**src/rtl/cpu_pkg.sv**
```systemverilog
// Shared widths and RAM-owner encoding for the CPU datapath blocks.
package cpu_pkg;
    localparam int ADDR_W_DEF = 4;
    localparam int DATA_W_DEF = 8;
    localparam int WAIT_W     = 4;

    typedef enum logic [1:0] {
        OWN_NONE = 2'd0,
        OWN_CPU  = 2'd1,
        OWN_LD   = 2'd2
    } owner_e;
endpackage

```
**src/rtl/ram_arb_select.sv**
```systemverilog
// Combinational RAM winner select and loader starvation counter update.
module ram_arb_select
    import cpu_pkg::*;
#(
    parameter int MAX_WAIT = 3
) (
    input  logic              i_prog_mode,
    input  logic              i_cpu_req,
    input  logic              i_ld_valid,
    input  logic [WAIT_W-1:0] i_wait_cnt,
    output owner_e            o_owner,
    output logic [WAIT_W-1:0] o_wait_cnt_next
);

    always_comb begin
        o_owner = OWN_NONE;
        if (i_prog_mode) begin
            if (i_ld_valid) o_owner = OWN_LD;
        end else if (i_cpu_req && i_ld_valid) begin
            // CPU has priority until the loader has been starved long enough
            o_owner = (int'(i_wait_cnt) >= MAX_WAIT) ? OWN_LD : OWN_CPU;
        end else if (i_cpu_req) begin
            o_owner = OWN_CPU;
        end else if (i_ld_valid) begin
            o_owner = OWN_LD;
        end
    end

    always_comb begin
        o_wait_cnt_next = '0;
        if (i_ld_valid && (o_owner != OWN_LD)) begin
            o_wait_cnt_next = (i_wait_cnt == '1) ? i_wait_cnt : i_wait_cnt + 1'b1;
        end
    end

endmodule

```
**src/rtl/ram_port_arbiter.sv**
```systemverilog
// Shares the 16x8 program/data RAM between the CPU sequencer and the program loader.
module ram_port_arbiter
    import cpu_pkg::*;
#(
    parameter int ADDR_W   = ADDR_W_DEF,
    parameter int DATA_W   = DATA_W_DEF,
    parameter int MAX_WAIT = 3
) (
    input  logic              clk,
    input  logic              rst_n,
    input  logic              prog_mode,
    input  logic              cpu_req,
    input  logic              cpu_we,
    input  logic [ADDR_W-1:0] cpu_addr,
    input  logic [DATA_W-1:0] cpu_wdata,
    output logic              cpu_gnt,
    output logic              cpu_rvalid,
    output logic              cpu_stall,
    input  logic              ld_valid,
    input  logic              ld_we,
    input  logic [ADDR_W-1:0] ld_addr,
    input  logic [DATA_W-1:0] ld_wdata,
    output logic              ld_ready,
    output logic              ld_rvalid,
    output logic [DATA_W-1:0] rdata,
    output logic              ram_ce_n,
    output logic              ram_we_n,
    output logic [ADDR_W-1:0] ram_addr,
    output logic [DATA_W-1:0] ram_wdata,
    input  logic [DATA_W-1:0] ram_rdata
);

    owner_e              w_owner;
    logic [WAIT_W-1:0]   w_wait_next;
    logic                w_we;
    logic [ADDR_W-1:0]   w_addr;
    logic [DATA_W-1:0]   w_wdata;

    logic [WAIT_W-1:0]   r_wait_cnt;
    logic                r_cpu_gnt;
    logic                r_ram_ce_n;
    logic                r_ram_we_n;
    logic [ADDR_W-1:0]   r_ram_addr;
    logic [DATA_W-1:0]   r_ram_wdata;
    logic                r_rd_cpu;
    logic                r_rd_ld;
    logic                r_cpu_rvalid;
    logic                r_ld_rvalid;
    logic [DATA_W-1:0]   r_rdata;

    ram_arb_select #(
        .MAX_WAIT (MAX_WAIT)
    ) u_select (
        .i_prog_mode     (prog_mode),
        .i_cpu_req       (cpu_req),
        .i_ld_valid      (ld_valid),
        .i_wait_cnt      (r_wait_cnt),
        .o_owner         (w_owner),
        .o_wait_cnt_next (w_wait_next)
    );

    assign w_we    = (w_owner == OWN_LD) ? ld_we    : cpu_we;
    assign w_addr  = (w_owner == OWN_LD) ? ld_addr  : cpu_addr;
    assign w_wdata = (w_owner == OWN_LD) ? ld_wdata : cpu_wdata;

    // Handshake outputs stay quiet while reset is held
    assign ld_ready  = rst_n && (w_owner == OWN_LD);
    assign cpu_stall = rst_n && cpu_req && (w_owner != OWN_CPU);

    always_ff @(posedge clk) begin
        if (!rst_n) begin
            r_wait_cnt   <= '0;
            r_cpu_gnt    <= 1'b0;
            r_ram_ce_n   <= 1'b1;
            r_ram_we_n   <= 1'b1;
            r_ram_addr   <= '0;
            r_ram_wdata  <= '0;
            r_rd_cpu     <= 1'b0;
            r_rd_ld      <= 1'b0;
            r_cpu_rvalid <= 1'b0;
            r_ld_rvalid  <= 1'b0;
            r_rdata      <= '0;
        end else begin
            r_wait_cnt   <= w_wait_next;
            r_cpu_rvalid <= r_rd_cpu;
            r_ld_rvalid  <= r_rd_ld;
            if (r_rd_cpu || r_rd_ld) r_rdata <= ram_rdata;

            if (w_owner != OWN_NONE) begin
                r_ram_ce_n  <= 1'b0;
                r_ram_we_n  <= !w_we;
                r_ram_addr  <= w_addr;
                r_ram_wdata <= w_wdata;
                r_cpu_gnt   <= (w_owner == OWN_CPU);
                r_rd_cpu    <= (w_owner == OWN_CPU) && !w_we;
                r_rd_ld     <= (w_owner == OWN_LD) && !w_we;
            end else begin
                r_ram_ce_n  <= 1'b1;
                r_ram_we_n  <= 1'b1;
                r_cpu_gnt   <= 1'b0;
                r_rd_cpu    <= 1'b0;
                r_rd_ld     <= 1'b0;
            end
        end
    end

    assign cpu_gnt    = r_cpu_gnt;
    assign cpu_rvalid = r_cpu_rvalid;
    assign ld_rvalid  = r_ld_rvalid;
    assign rdata      = r_rdata;
    assign ram_ce_n   = r_ram_ce_n;
    assign ram_we_n   = r_ram_we_n;
    assign ram_addr   = r_ram_addr;
    assign ram_wdata  = r_ram_wdata;

endmodule

```
**config.mk**
```make
export PLATFORM = sky130hd
export DESIGN_NAME = ram_port_arbiter
export DESIGN_NICKNAME = d
export VERILOG_FILES = /design/src/rtl/cpu_pkg.sv /design/src/rtl/ram_arb_select.sv /design/src/rtl/ram_port_arbiter.sv
export SDC_FILE = /design/constraint.sdc
export NUM_CORES = 1
export LEC_CHECK = 0
export ABC_CLOCK_PERIOD_IN_PS = 3300
export CELL_PAD_IN_SITES_DETAIL_PLACEMENT = 0
export CELL_PAD_IN_SITES_GLOBAL_PLACEMENT = 1
export CORE_MARGIN = 10
export CORE_UTILIZATION = 32
export DETAILED_ROUTE_END_ITERATION = 10
export GPL_ROUTABILITY_DRIVEN = 1
export PLACE_DENSITY_LB_ADDON = 0.1
export SETUP_SLACK_MARGIN = 0.5
export SKIP_LAST_GASP = 1
export SYNTH_ARGS = -nofsm -noshare
export SYNTH_HDL_FRONTEND = slang
export SYNTH_HIERARCHICAL = 1
export SYNTH_SLANG_ARGS = --single-unit
```
**constraint.sdc**
```tcl
create_clock -name clk -period 3.3 [get_ports clk]
set_input_delay 0.33 -clock clk [delete_from_list [all_inputs] [get_ports clk]]
set_output_delay 0.33 -clock clk [all_outputs]
set_load 0.05 [all_outputs]
```
Yosys cells after proc, flatten, opt, wreduce, memory -nomap -nowiden --
Cells that the tools add are included.
Word-level totals: output and inout bits 27, input bits 39, word-level logic and storage cells 39, flip-flop bits (word level) 31
Cells by class: equal/unequal tests 5, reductions and logical operators 12, order comparisons 1, muxes and demuxes 9, $add $sub $neg 1
Operators by type and width (number):
- 2-to-1 mux 2 bit | 5
- 2-to-1 mux 8 bit | 1
- logical AND 1 bit | 7
- adder 4 x 1 -> 4 bit, second input constant | 1
- equality test 4 bit, second input constant | 1
- greater-or-equal comparator 4 x 2 -> 1 bit, second input constant | 1
- 2-to-1 mux 4 bit | 1
- AND reduction 2 bit | 2
- equality test 2 x 1 -> 1 bit, second input constant | 1
- equality test 2 bit, second input constant | 1
- 2-to-1 mux 1 bit | 2
- != test 2 x 1 -> 1 bit, second input constant | 1
- != test 2 bit, second input constant | 1
- nonzero test 2 bit | 1
- logical NOT 1 bit | 1
- logical OR 1 bit | 1

Longest topological paths before layout --
Gate-level depths: netlist (run 1).
depth after elaboration 8, gate-level depth with buffers 7

Cells and area by module --
The synthesis (run 1) kept the hierarchy.
By module, submodules not included:
- ram_port_arbiter | cells each 118, area each 1312.5 um2, instances 1
- ram_arb_select | cells each 15, area each 112.6 um2, instances 1

Worst setup path before layout (run 1) --
No wires, ideal clock.
path type register -> output, from register r_wait_cnt[0], to output port cpu_stall, arrival time 1.893 ns, setup slack 1.077 ns, data required time 2.970 ns, buffers on the path 2, cell stages (with the launch flop) 7, cells stage by stage dfxtp_1 > ha_1 > nor3_4 > o21a_1 > buf_2 > buf_1 > a21oi_1
On the way: cells in the longest elaborated chain, start to end 6
Ends and longest elaborated chain:
- start: declaration | line ram_port_arbiter.sv:39 | logic [WAIT_W-1:0] r_wait_cnt;
- start signal: assignment | line ram_port_arbiter.sv:84 | r_wait_cnt <= w_wait_next;
- greater-or-equal comparator 4 x 2 -> 1 bit | line ram_arb_select.sv:21 | o_owner = (int'(i_wait_cnt) >= MAX_WAIT) ? OWN_LD : OWN_CPU;
- 2-to-1 mux 2 bit | line ram_arb_select.sv:21
- 2-to-1 mux 2 bit | line ram_arb_select.sv:19 | end else if (i_cpu_req && i_ld_valid) begin
- 2-to-1 mux 2 bit | line ram_arb_select.sv:17 | if (i_prog_mode) begin
- via w_owner[0] | line ram_port_arbiter.sv:33 | owner_e w_owner;
- != test 2 x 1 -> 1 bit | line ram_port_arbiter.sv:68 | assign cpu_stall = rst_n && cpu_req && (w_owner != OWN_CPU);
- logical AND 1 bit | line ram_port_arbiter.sv:68
- end: declaration | line ram_port_arbiter.sv:18 | output logic cpu_stall,
The timed path passes the listed nets, and every way through them passes these cells.

Final worst setup path (run 1) --
from register r_wait_cnt[0], to output port ld_ready
On the way: cells in the longest elaborated chain, start to end 6
Ends and longest elaborated chain:
- greater-or-equal comparator 4 x 2 -> 1 bit | line ram_arb_select.sv:21
- 2-to-1 mux 2 bit | line ram_arb_select.sv:21
- 2-to-1 mux 2 bit | line ram_arb_select.sv:19
- 2-to-1 mux 2 bit | line ram_arb_select.sv:17
- via w_owner[0] | line ram_port_arbiter.sv:33
- equality test 2 bit | line ram_port_arbiter.sv:67 | assign ld_ready = rst_n && (w_owner == OWN_LD);
- logical AND 1 bit | line ram_port_arbiter.sv:67
- end: declaration | line ram_port_arbiter.sv:23 | output logic ld_ready,
The timed path passes the listed nets, and every way through them passes these cells.

==> impl_results.md, run 1 <==
* Commonest cells post-synth: dfxtp_1, nand2b_1, o211a_1
* Critical path launch point type: flop
* EDFF count, synth at 0
* Final hold viol count at 0
* Buffers added on ports at 65
* Status: finished, final reports clean
* NumNets Final at about 240
* CTS Buffer Depth at 2
* Largest net degree at the start of global routing at 23
* CP max stage delay at 0.53 ns
* Critical R2R Launch: r_wait_cnt[0]$_SDFF_PN0_
* DR DRC count at 0
* Synth Register Bits at 31
* Int Pwr at roughly 0.00076 W
* First-pass GRT wire length at 6300 um
* Placement Cell Area at 0.00212 sq mm
* TritonCTS clock tree: built
* Worst slew margin at 0.603
* Total wire length at between 3000 and 4000 um
* DR pass1 iterations at 4
* Layout area overhead at 57.0%
* Total GRT Usage at 0.105
* Final instance area at 0.00224 sq mm
* Critical Path RT at approximately 3.0 ns
* Worst path slowest cell: o21a_1
* Maxcap violations at 0
* # Post-CTS Setup Buffers at 0
* Net Sw Frac at 0.265
* Vias per inst at 4.52
* Setup Skew at approximately 0.0047 ns
* Ant. Diodes at 0
* CTS sink count at 31
* Initial cell density of the core at 0.330
* Synth area leaders: dfxtp_1, o211a_1, mux2_2
* Share of Yosys cell area claimed by the top area cell type at 0.435
* F_max at approximately 0.42 GHz
* Syn. warnings at 6
* Hpwl dp at 2960 um
* Maximum vdd drop at about 0.21 mV
* Die X at around 87 um
* Cell taking the most area after synthesis: dfxtp_1
* RSZ-0062 raised after global routing: false
* PwrDens at 462 mW/mm^2
* Share of cells above drive strength 1 at 0.196
* Total number of vias at about 1.1k
* Switch Pwr at 0.000275 W
* Hold Path Class: flop to flop
* Worst slew pin tran at roughly 0.60 ns
* Clock Root Buffer: clkbuf_8
* Combinational power share at 0.232
* Final Wtd Congestion at approximately 0.74
* Cts hold-fix bufs at 0
* Final setup TNS at 0 ns
* Synth Area per Inst at 10.7 sq um
* Crit end category: primary output
* CP Cell Sequence: ha_1, nor3_4, o21a_1, and3b_2, buf_12
* Reg clk slew, reported paths at about 0.060 ns
* Die Y at just under 90 um
* Leak Pwr at ~0.97 nW
* Clock share of power at 0.373
* GRT overflow at 0
* Post-CTS resize count at 0
* Clock buffer count from CTS at 5
* Initial antenna violation count at 0
* Mapped Area at 0.00143 sq mm
* DRT antenna net count at 0
* # IOs at 66
* Initial drt markers at 35
* Worst-Skew Late Latency at 0.28 ns
* Register area share after synthesis at 0.435
* Flop2flop setup slack at between 1 and 1.5 ns
* H-tree Lvls at 2
* Syn Inst Count at around 130
* CP Data Arrival Time at just over 2 ns
* Final setup vio count at 0
* Vias in the first global route at 1,216
* Worst Setup SP: r_wait_cnt[0]$_SDFF_PN0_
* Post-synth cell types at 32
* R2R depth at 6
* Top-count cell post-synth: dfxtp_1
* Total die area at 0.00752 sq mm
* Synth Flop Type: dfxtp_1
* Wirelength per Cell at around 15 um
* Std-Cell Rows at 24
* Crit Path Max Fanout at 17
* Sequential power share at 0.395
* Min cycle time layout at around 2.4 ns
* Core Area at approximately 0.0043 sq mm
* FF-to-FF End: ram_wdata[2]$_SDFFE_PN0N_
* Period utilization at 0.716
* CP Class: flop to primary output
* Asr flop ratio synth at 0
* End point of the critical path: ld_ready
* Final Slew Violations at 0
-- per-stage QoR --
| step | worst slack [ns] | utilization | power (W) | hold WS (ns) | cells |
|---|---|---|---|---|---|
| 3_5_place_dp | 0.903 | 0.490 | 0.000659 | 0.553 | 243 |
| 3_3_place_gp | 0.971 | 0.490 | 0.000656 | 0.537 | 243 |
| 5_1_grt | 0.815 | 0.517 | 0.00108 | 0.590 | 251 |
| 4_1_cts | 0.928 | 0.517 | 0.00105 | 0.566 | 251 |
| 2_1_floorplan | 1.08 | - | 0.000559 | 0.402 | 134 |
| 6_report | 0.938 | 0.517 | 0.00103 | 0.560 | 251 |
-- sequential cells by signal, summed over array words and instances, names as in the netlist, 4 cells and up --
name / flops
ram_wdata: 8
rdata: 8
r_wait_cnt: 4
ram_addr: 4
-- power groups by stage --
stage	combinational [W]	clock (W)	sequential, W
2_1_floorplan	0.0000790	0	0.000480
3_3_place_gp	0.000239	0	0.000416
3_5_place_dp	0.000242	0	0.000417
4_1_cts	0.000243	0.000403	0.000409
5_1_grt	0.000255	0.000419	0.000411
6_report	0.000240	0.000386	0.000408
-- worst min-delay path by stage --
| stage | end | depth (start not counted) | startpoint |
|---|---|---|---|
| 2_1_floorplan | r_rd_cpu$_SDFF_PN0_ | 1 | cpu_we |
| 3_3_place_gp | rdata[3]$_SDFFE_PN0P_ | 2 | rdata[3]$_SDFFE_PN0P_ |
| 3_5_place_dp | rdata[3]$_SDFFE_PN0P_ | 2 | rdata[3]$_SDFFE_PN0P_ |
| 4_1_cts | rdata[3]$_SDFFE_PN0P_ | 2 | rdata[3]$_SDFFE_PN0P_ |
| 5_1_grt | rdata[3]$_SDFFE_PN0P_ | 2 | rdata[3]$_SDFFE_PN0P_ |
| 6_report | rdata[3]$_SDFFE_PN0P_ | 2 | rdata[3]$_SDFFE_PN0P_ |
-- cells by family after synthesis --
logic type	synth area share
buffers and inverters	0.0606
flip-flops	0.435
other	0.00263
AND/OR/NAND/NOR	0.198
AO/OA/AOI/OAI	0.174
adder cells (fa/ha/maj)	0.00878
XOR/XNOR	0.00615
multiplexers	0.115
-- worst max-delay path, delay by kind of cell (launching register included) --
kind / cells / cell delay [ns]
adder cells (fa/ha/maj): 1 / 0.24
AND/OR/NAND/NOR: 2 / 0.50
AO/OA/AOI/OAI: 1 / 0.53
buffers and inverters: 1 / 0.15
flip-flops: 1 / 0.32
-- metal layers --
layer  track usage  share of wire
met4        0.0309         0.0060
met2         0.164           0.47
met1         0.119           0.43
met5             0              0
met3        0.0582          0.099
-- cell type report --
type / instances / area (sq um)
fill: 400 / 2090
multi-input combinational: 89 / 726
timing repair buffer: 69 / 701
sequential: 31 / 621
clock buffer: 6 / 82.6
tap: 52 / 65.1
clock inverter: 2 / 35.0
inverter: 2 / 7.51
-- cell usage in the layout (no fill, tap or decap), types with 2 or more instances in the layout --
cell type and count:
o21ai_0 10, mux2_4 5, buf_4 4, buf_12 2, nand2b_1 12, dfxtp_1 31
and3b_2 3, a21boi_0 7, and2_1 7, or3b_2 7, nor2b_1 2, clkdlybuf4s50_1 63
clkbuf_8 6, nor2_1 2, mux2_2 7, conb_1 2, inv_1 2, o211a_1 12
(Power assumes the default switching activity.)
==> run 2: changes to the inputs <==
--- a/config.mk
+++ b/config.mk
@@ -5,11 +5,11 @@
 export SDC_FILE = /design/constraint.sdc
 export NUM_CORES = 1
 export LEC_CHECK = 0
-export ABC_CLOCK_PERIOD_IN_PS = 3300
+export ABC_CLOCK_PERIOD_IN_PS = 2100
 export CELL_PAD_IN_SITES_DETAIL_PLACEMENT = 0
 export CELL_PAD_IN_SITES_GLOBAL_PLACEMENT = 1
 export CORE_MARGIN = 10
-export CORE_UTILIZATION = 32
+export CORE_UTILIZATION = 27
 export DETAILED_ROUTE_END_ITERATION = 10
 export GPL_ROUTABILITY_DRIVEN = 1
 export PLACE_DENSITY_LB_ADDON = 0.1
==> constraint.sdc (replaced) <==
create_clock -name clk -period 2.1 [get_ports clk]
set_input_delay 0.21 -clock clk [delete_from_list [all_inputs] [get_ports clk]]
set_output_delay 0.21 -clock clk [all_outputs]
set_load 0.05 [all_outputs]
==> impl_results.md, run 2 (same netlist as run 1, synthesis figures left out) <==
* CP Data Arrival Time at 1.60 ns (-0.43 ns)
* Maximum vdd drop at 0.324 mV (+55%)
* Hpwl dp at 3080 um (+4.0%)
* GRT met1 Usage at 0.0981 (-0.0209)
* Sequential power share at 0.416 (+0.021)
* GRT overflow at 0 (unchanged)
* Initial cell density of the core at 0.279 (-0.0505)
* Crit end category: primary output
* Combinational power share at 0.248 (+0.016)
* Int Pwr at 0.00110 W (+45%)
* CTS Buffer Depth at 2 (unchanged)
* Worst-Skew Late Latency at 0.28 ns (about the same)
* Total wire length at 3930 um (+2.8%)
* GR peak layer: met2
* Largest net degree at the start of global routing at 22 (-4.3%)
* Clock buffer count from CTS at 5 (unchanged)
* Final setup vio count at 0 (unchanged)
* Worst path slowest cell: dfxtp_2
* Die X at 92.7 um (+6.8%)
* Setup WS pre-CTS at 0.163 ns (-0.740 ns)
* Total GRT Usage at 0.0933 (-0.0115)
* Vias in the first global route at 1,292 (+6.3%)
* CP Class: flop to primary output
* Final Wtd Congestion at 0.642 (-13%)
* TritonCTS clock tree: built
* CP max stage delay at 0.33 ns (-0.20 ns)
* Net Sw Frac at 0.281 (+0.0158)
* Final setup TNS at 0 ns (unchanged)
* Vias per inst at 4.29 (-5.1%)
* Buffers added on ports at 65 (unchanged)
* Clock share of power at 0.336 (-0.037)
* Ant. Diodes at 0 (unchanged)
* Total number of vias at 1,189 (+4.8%)
* Worst slew pin tran at 0.523 ns (-0.0735 ns)
* Layout area overhead at 63.9%
* # IOs at 66 (unchanged)
* NumNets Final at 246 (+3.4%)
* Die Y at 92.7 um (+6.8%)
* Switch Pwr at 0.000432 W (+57%)
* Period utilization at 0.863
* Hold Path Class: input port to flop
* DRT antenna net count at 0 (unchanged)
* Wirelength per Cell at 14.2 um (-6.9%)
* Final hold viol count at 0 (unchanged)
* Clock Root Buffer: clkbuf_8
* F_max at roughly 0.55 GHz
* Initial antenna violation count at 0 (unchanged)
* CTS sink count at 31 (unchanged)
* RSZ-0062 raised after global routing: true
* Cts hold-fix bufs at 0 (unchanged)
* Critical path launch point type: flop
* Core Area at 0.00511 sq mm (+18%)
* Crit Path Max Fanout at 4 (-13)
* First-pass GRT wire length at 6350 um (+0.87%)
* Final Slew Violations at 0 (unchanged)
* Share of cells above drive strength 1 at 0.256 (+0.0601)
* DR DRC count at 0 (unchanged)
* Initial drt markers at 18 (-49%)
* Maxcap violations at 0 (unchanged)
* PwrDens at 658 mW/mm^2 (+42%)
* M2 GR Usage at 0.153 (-0.0115)
* Status: finished, final reports clean
* CP Cell Sequence: ha_4, nor3_4, o21a_2, and3b_2, buf_12
* Total die area at 0.00858 sq mm (+14%)
* Setup Skew at 0.00511 ns (+0.000385 ns)
* Min cycle time layout at around 1.8 ns
* Commonest non-fill, non-tap cells in the layout: clkdlybuf4s50_1, dfxtp_1, dlygate4sd2_1
* Reg clk slew, reported paths at 0.07 ns (about the same)
* Most common cell after layout, fill and taps aside: clkdlybuf4s50_1
* Critical Path RT at 1.89 ns (-1.08 ns)
* H-tree Lvls at 2 (unchanged)
* GR Util met3 at 0.0525 (-0.00570)
* Worst slew margin at 0.653 (+0.0504)
* DR pass1 iterations at 4 (unchanged)
* Setup ws final at 0.287 ns (-0.650 ns)
* Leak Pwr at 1.11 nW (+15%)
* Std-Cell Rows at 26 (+8.3%)
[run 2: changes by cell type in the layout (fill, tap and decap cells not counted), sizes merged]
cell and delta:
buf +8, bufinv -1, clkbuf +1, clkdlybuf4s50 -27, clkinv -1, clkinvlp +1
dlygate4sd2 +25, dlymetal6s2s +2
[run 2: final cells by class]
class                   instances  area (sq um)
repair buffers                 77           754
inverters                       2          7.51
multi-input cells              89           759
flip-flops and latches         31           623
fillers                       502          2770
clock inverters                 1          7.51
clock buffers                   7          96.3
well taps                      70          87.6
[run 2: what timing repair did]
item	in CTS	in global routing
setup buffers	4	2
endpoints found under the hold margin	0	0
setup endpoints to repair	39	16
pin swaps	4	2
resized for setup	26	7
[run 2: critical path, delay by kind of cell (launching register included)]
kind	cells	cell delay [ns]
and+or+nand+nor	2	0.45
DFF	1	0.33
AOI/OAI and AO/OA	1	0.22
adders and majority gates	1	0.16
buffers and inverters	1	0.15
[run 2: power by group through the flow]
stage	logic, W	registers [W]	clock network [W]
6_report	0.000381	0.000640	0.000516
5_1_grt	0.000405	0.000645	0.000563
4_1_cts	0.000378	0.000641	0.000541
3_5_place_dp	0.000391	0.000655	0
3_3_place_gp	0.000386	0.000654	0
2_1_floorplan	0.000130	0.000755	0
[run 2: per-layer routing]
metal  routed length, um  vias up  part of all wire
met5                   0        -                 0
met4                  40        0             0.010
met3                 378        5             0.096
met2                1880       41              0.48
met1                1630      542              0.41
li1                    -      601                 -
[run 2: per-stage QoR]
stage	utilization	power, W	std cells	instance area, sq um	hold slack (ns)
3_5_place_dp	0.430	0.00105	263	2200	0.545
4_1_cts	0.450	0.00156	275	2300	0.496
6_report	0.457	0.00154	277	2340	0.510
3_3_place_gp	0.430	0.00104	263	2200	0.537
5_1_grt	0.457	0.00161	277	2340	0.510
2_1_floorplan	-	0.000885	134	1470	0.282
[run 2: path summary, 6_finish.rpt]
path | slack, ns | startpoint | cells past startpoint | to
setup / recovery | 0.29 | r_wait_cnt[0]$_SDFF_PN0_ | 5 | ld_ready
hold / removal | 0.51 | ram_rdata[3] | 3 | rdata[3]$_SDFFE_PN0P_
setup reg to reg | 0.38 | r_wait_cnt[0]$_SDFF_PN0_ | 7 | ram_wdata[5]$_SDFFE_PN0N_
hold reg to reg | 0.55 | rdata[3]$_SDFFE_PN0P_ | 2 | rdata[3]$_SDFFE_PN0P_
==> run 3: changes to the inputs <==
--- a/config.mk
+++ b/config.mk
@@ -15,7 +15,9 @@
 export PLACE_DENSITY_LB_ADDON = 0.1
 export SETUP_SLACK_MARGIN = 0.5
 export SKIP_LAST_GASP = 1
+export SLEW_MARGIN = 10
 export SYNTH_ARGS = -nofsm -noshare
 export SYNTH_HDL_FRONTEND = slang
 export SYNTH_HIERARCHICAL = 1
 export SYNTH_SLANG_ARGS = --single-unit
+export TNS_END_PERCENT = 1
==> impl_results.md, run 3 (same netlist as run 1, synthesis figures left out) <==
* DR pass1 iterations at 3 (-1)
* GRT overflow at 0 (unchanged)
* Share of cells above drive strength 1 at 0.235 (-0.0207)
* DR DRC count at 0 (unchanged)
* Die Y at 92.7 um (unchanged)
* Core Area at 0.00511 sq mm (unchanged)
* Total wire length at 4010 um (+2.0%)
* Final setup vio count at 0 (unchanged)
* Leak Pwr at 0.980 nW (-12%)
* Ant. Diodes at 0 (unchanged)
* Maxcap violations at 0 (unchanged)
* Critical path launch point type: flop
* Crit end category: primary output
* Worst slew margin at 0.653 (about the same)
* CP Class: flop to primary output
* Setup Skew at 0.00479 ns (-0.000314 ns)
* Final core occ at 0.450 (-0.00759)
* CP Data Arrival Time at 1.53 ns (-0.07 ns)
* Most common cell after layout, fill and taps aside: clkdlybuf4s50_1
* PwrDens at 645 mW/mm^2 (-2.0%)
* Worst path slowest cell: dfxtp_2
* Clock buffer count from CTS at 5 (unchanged)
* Fillers at 495 (-1.4%)
* Hold Path Class: input port to flop
* # IOs at 66 (unchanged)
* Total number of vias at 1,193 (+0.34%)
* F_max at 0.574 GHz (+4.1%)
* CTS Buffer Depth at 2 (unchanged)
* Min cycle time layout at 1.74 ns (-0.0712 ns)
* Die X at 92.7 um (unchanged)
* Vias in the first global route at 1,306 (+1.1%)
* Total GRT Usage at 0.0958 (+0.00257)
* Buffers added on ports at 65 (unchanged)
* Flop2flop setup slack at 0.48 ns (+0.10 ns)
* TritonCTS clock tree: built
* Crit Path Max Fanout at 3 (-1)
* Period utilization at 0.829 (-0.0339)
* Clock Root Buffer: clkbuf_8
* NumNets Final at 243 (-1.2%)
* Final setup TNS at 0 ns (unchanged)
* Critical Path RT at 1.89 ns (about the same)
* Initial drt markers at 22 (+4)
* Largest net degree at the start of global routing at 18 (-18%)
* RSZ-0062 raised after global routing: true
* Final hold viol count at 0 (unchanged)
* Hpwl dp at 3090 um (+0.34%)
* CP Cell Sequence: ha_4, nor3_4, o21a_1, and3b_2, buf_12
* Initial antenna violation count at 0 (unchanged)
* H-tree Lvls at 2 (unchanged)
* Total die area at 0.00858 sq mm (unchanged)
* Final Wtd Congestion at 0.709 (+10%)
* Final Slew Violations at 0 (unchanged)
* Wirelength per Cell at 14.6 um (+3.1%)
* Cts hold-fix bufs at 0 (unchanged)
* Worst-Skew Late Latency at 0.28 ns (about the same)
* Layout area overhead at 61.2%
* Reg clk slew, reported paths at 0.07 ns (about the same)
* Vias per inst at 4.35 (+1.4%)
* Status: finished, final reports clean
* CTS sink count at 31 (unchanged)
* Std-Cell Rows at 26 (unchanged)
* Initial cell density of the core at 0.279 (unchanged)
* Worst hold slack at 0.499 ns (-0.0116 ns)
* DRT antenna net count at 0 (unchanged)
* Worst slew pin tran at 0.519 ns (-0.00399 ns)
* First-pass GRT wire length at 6590 um (+3.7%)
* CP max stage delay at 0.34 ns (about the same)
* Commonest non-fill, non-tap cells in the layout: clkdlybuf4s50_1, dfxtp_1, nand2b_1, o211a_1, o21ai_0
* Maximum vdd drop at 0.248 mV (-23%)
run 3: cell types whose count changed in the layout (fill, tap and decap cells not counted), sizes merged:
cell / previous run / this run
buf: 14 / 11
clkbuf: 7 / 5
clkdlybuf4s50: 36 / 63
clkinv: 0 / 3
clkinvlp: 1 / 0
dlygate4sd2: 25 / 0
dlymetal6s2s: 2 / 0
run 3: where the power goes:
group          internal (W)  switching (W)
Sequential         0.000622      0.0000207
Clock              0.000226       0.000222
Combinational      0.000198       0.000192
run 3: what timing repair did:
action / CTS / global route
setup endpoints to repair: 32 / 39
pin swaps: 1 / 0
buffers inserted: 3 / 0
gates resized for setup: 4 / 0
run 3: worst paths after layout:
path	startpoint	to	cells after the start
setup / recovery	r_wait_cnt[0]$_SDFF_PN0_	ld_ready	5
hold / removal	ram_rdata[6]	rdata[6]$_SDFFE_PN0P_	3
setup reg to reg	r_wait_cnt[0]$_SDFF_PN0_	ram_addr[2]$_SDFFE_PN0N_	7
hold reg to reg	rdata[3]$_SDFFE_PN0P_	rdata[3]$_SDFFE_PN0P_	2
run 3: through the flow:
step | instance area (sq um) | total power [W] | instances | setup slack (ns)
final | 2300 | 0.00148 | 274 | 0.358
after global routing | 2300 | 0.00156 | 274 | 0.267
after CTS | 2300 | 0.00151 | 274 | 0.329
after detailed placement | 2170 | 0.00104 | 263 | 0.220
after global placement | 2170 | 0.00104 | 263 | 0.238
after floorplan | 1460 | 0.000885 | 134 | 0.475
run 3: routing by layer:
metal | up-vias | GRT usage | wire, um
met5 | - | 0 | 0
met4 | 0 | 0.0424 | 67
met3 | 8 | 0.0500 | 393
met2 | 50 | 0.152 | 1840
met1 | 538 | 0.105 | 1710
li1 | 597 | - | -
run 3: cell type report:
type                       instances  area (sq um)  share of cell area
clock buffer                       5          68.8              0.0300
clock inverter                     3          15.0             0.00654
inverter                           2          7.51             0.00327
multi-input combinational         89           749               0.326
sequential                        31           623               0.271
tap                               70          87.6              0.0381
timing repair buffer              74           746               0.325
run 3: critical path, delay by kind of cell, from the launching register on:
family                   cells  cell delay, ns
AND/OR/NAND/NOR              2            0.40
flip-flops                   1            0.34
AO/OA/AOI/OAI                1            0.19
adder cells (fa/ha/maj)      1            0.17
buffers and inverters        1            0.15
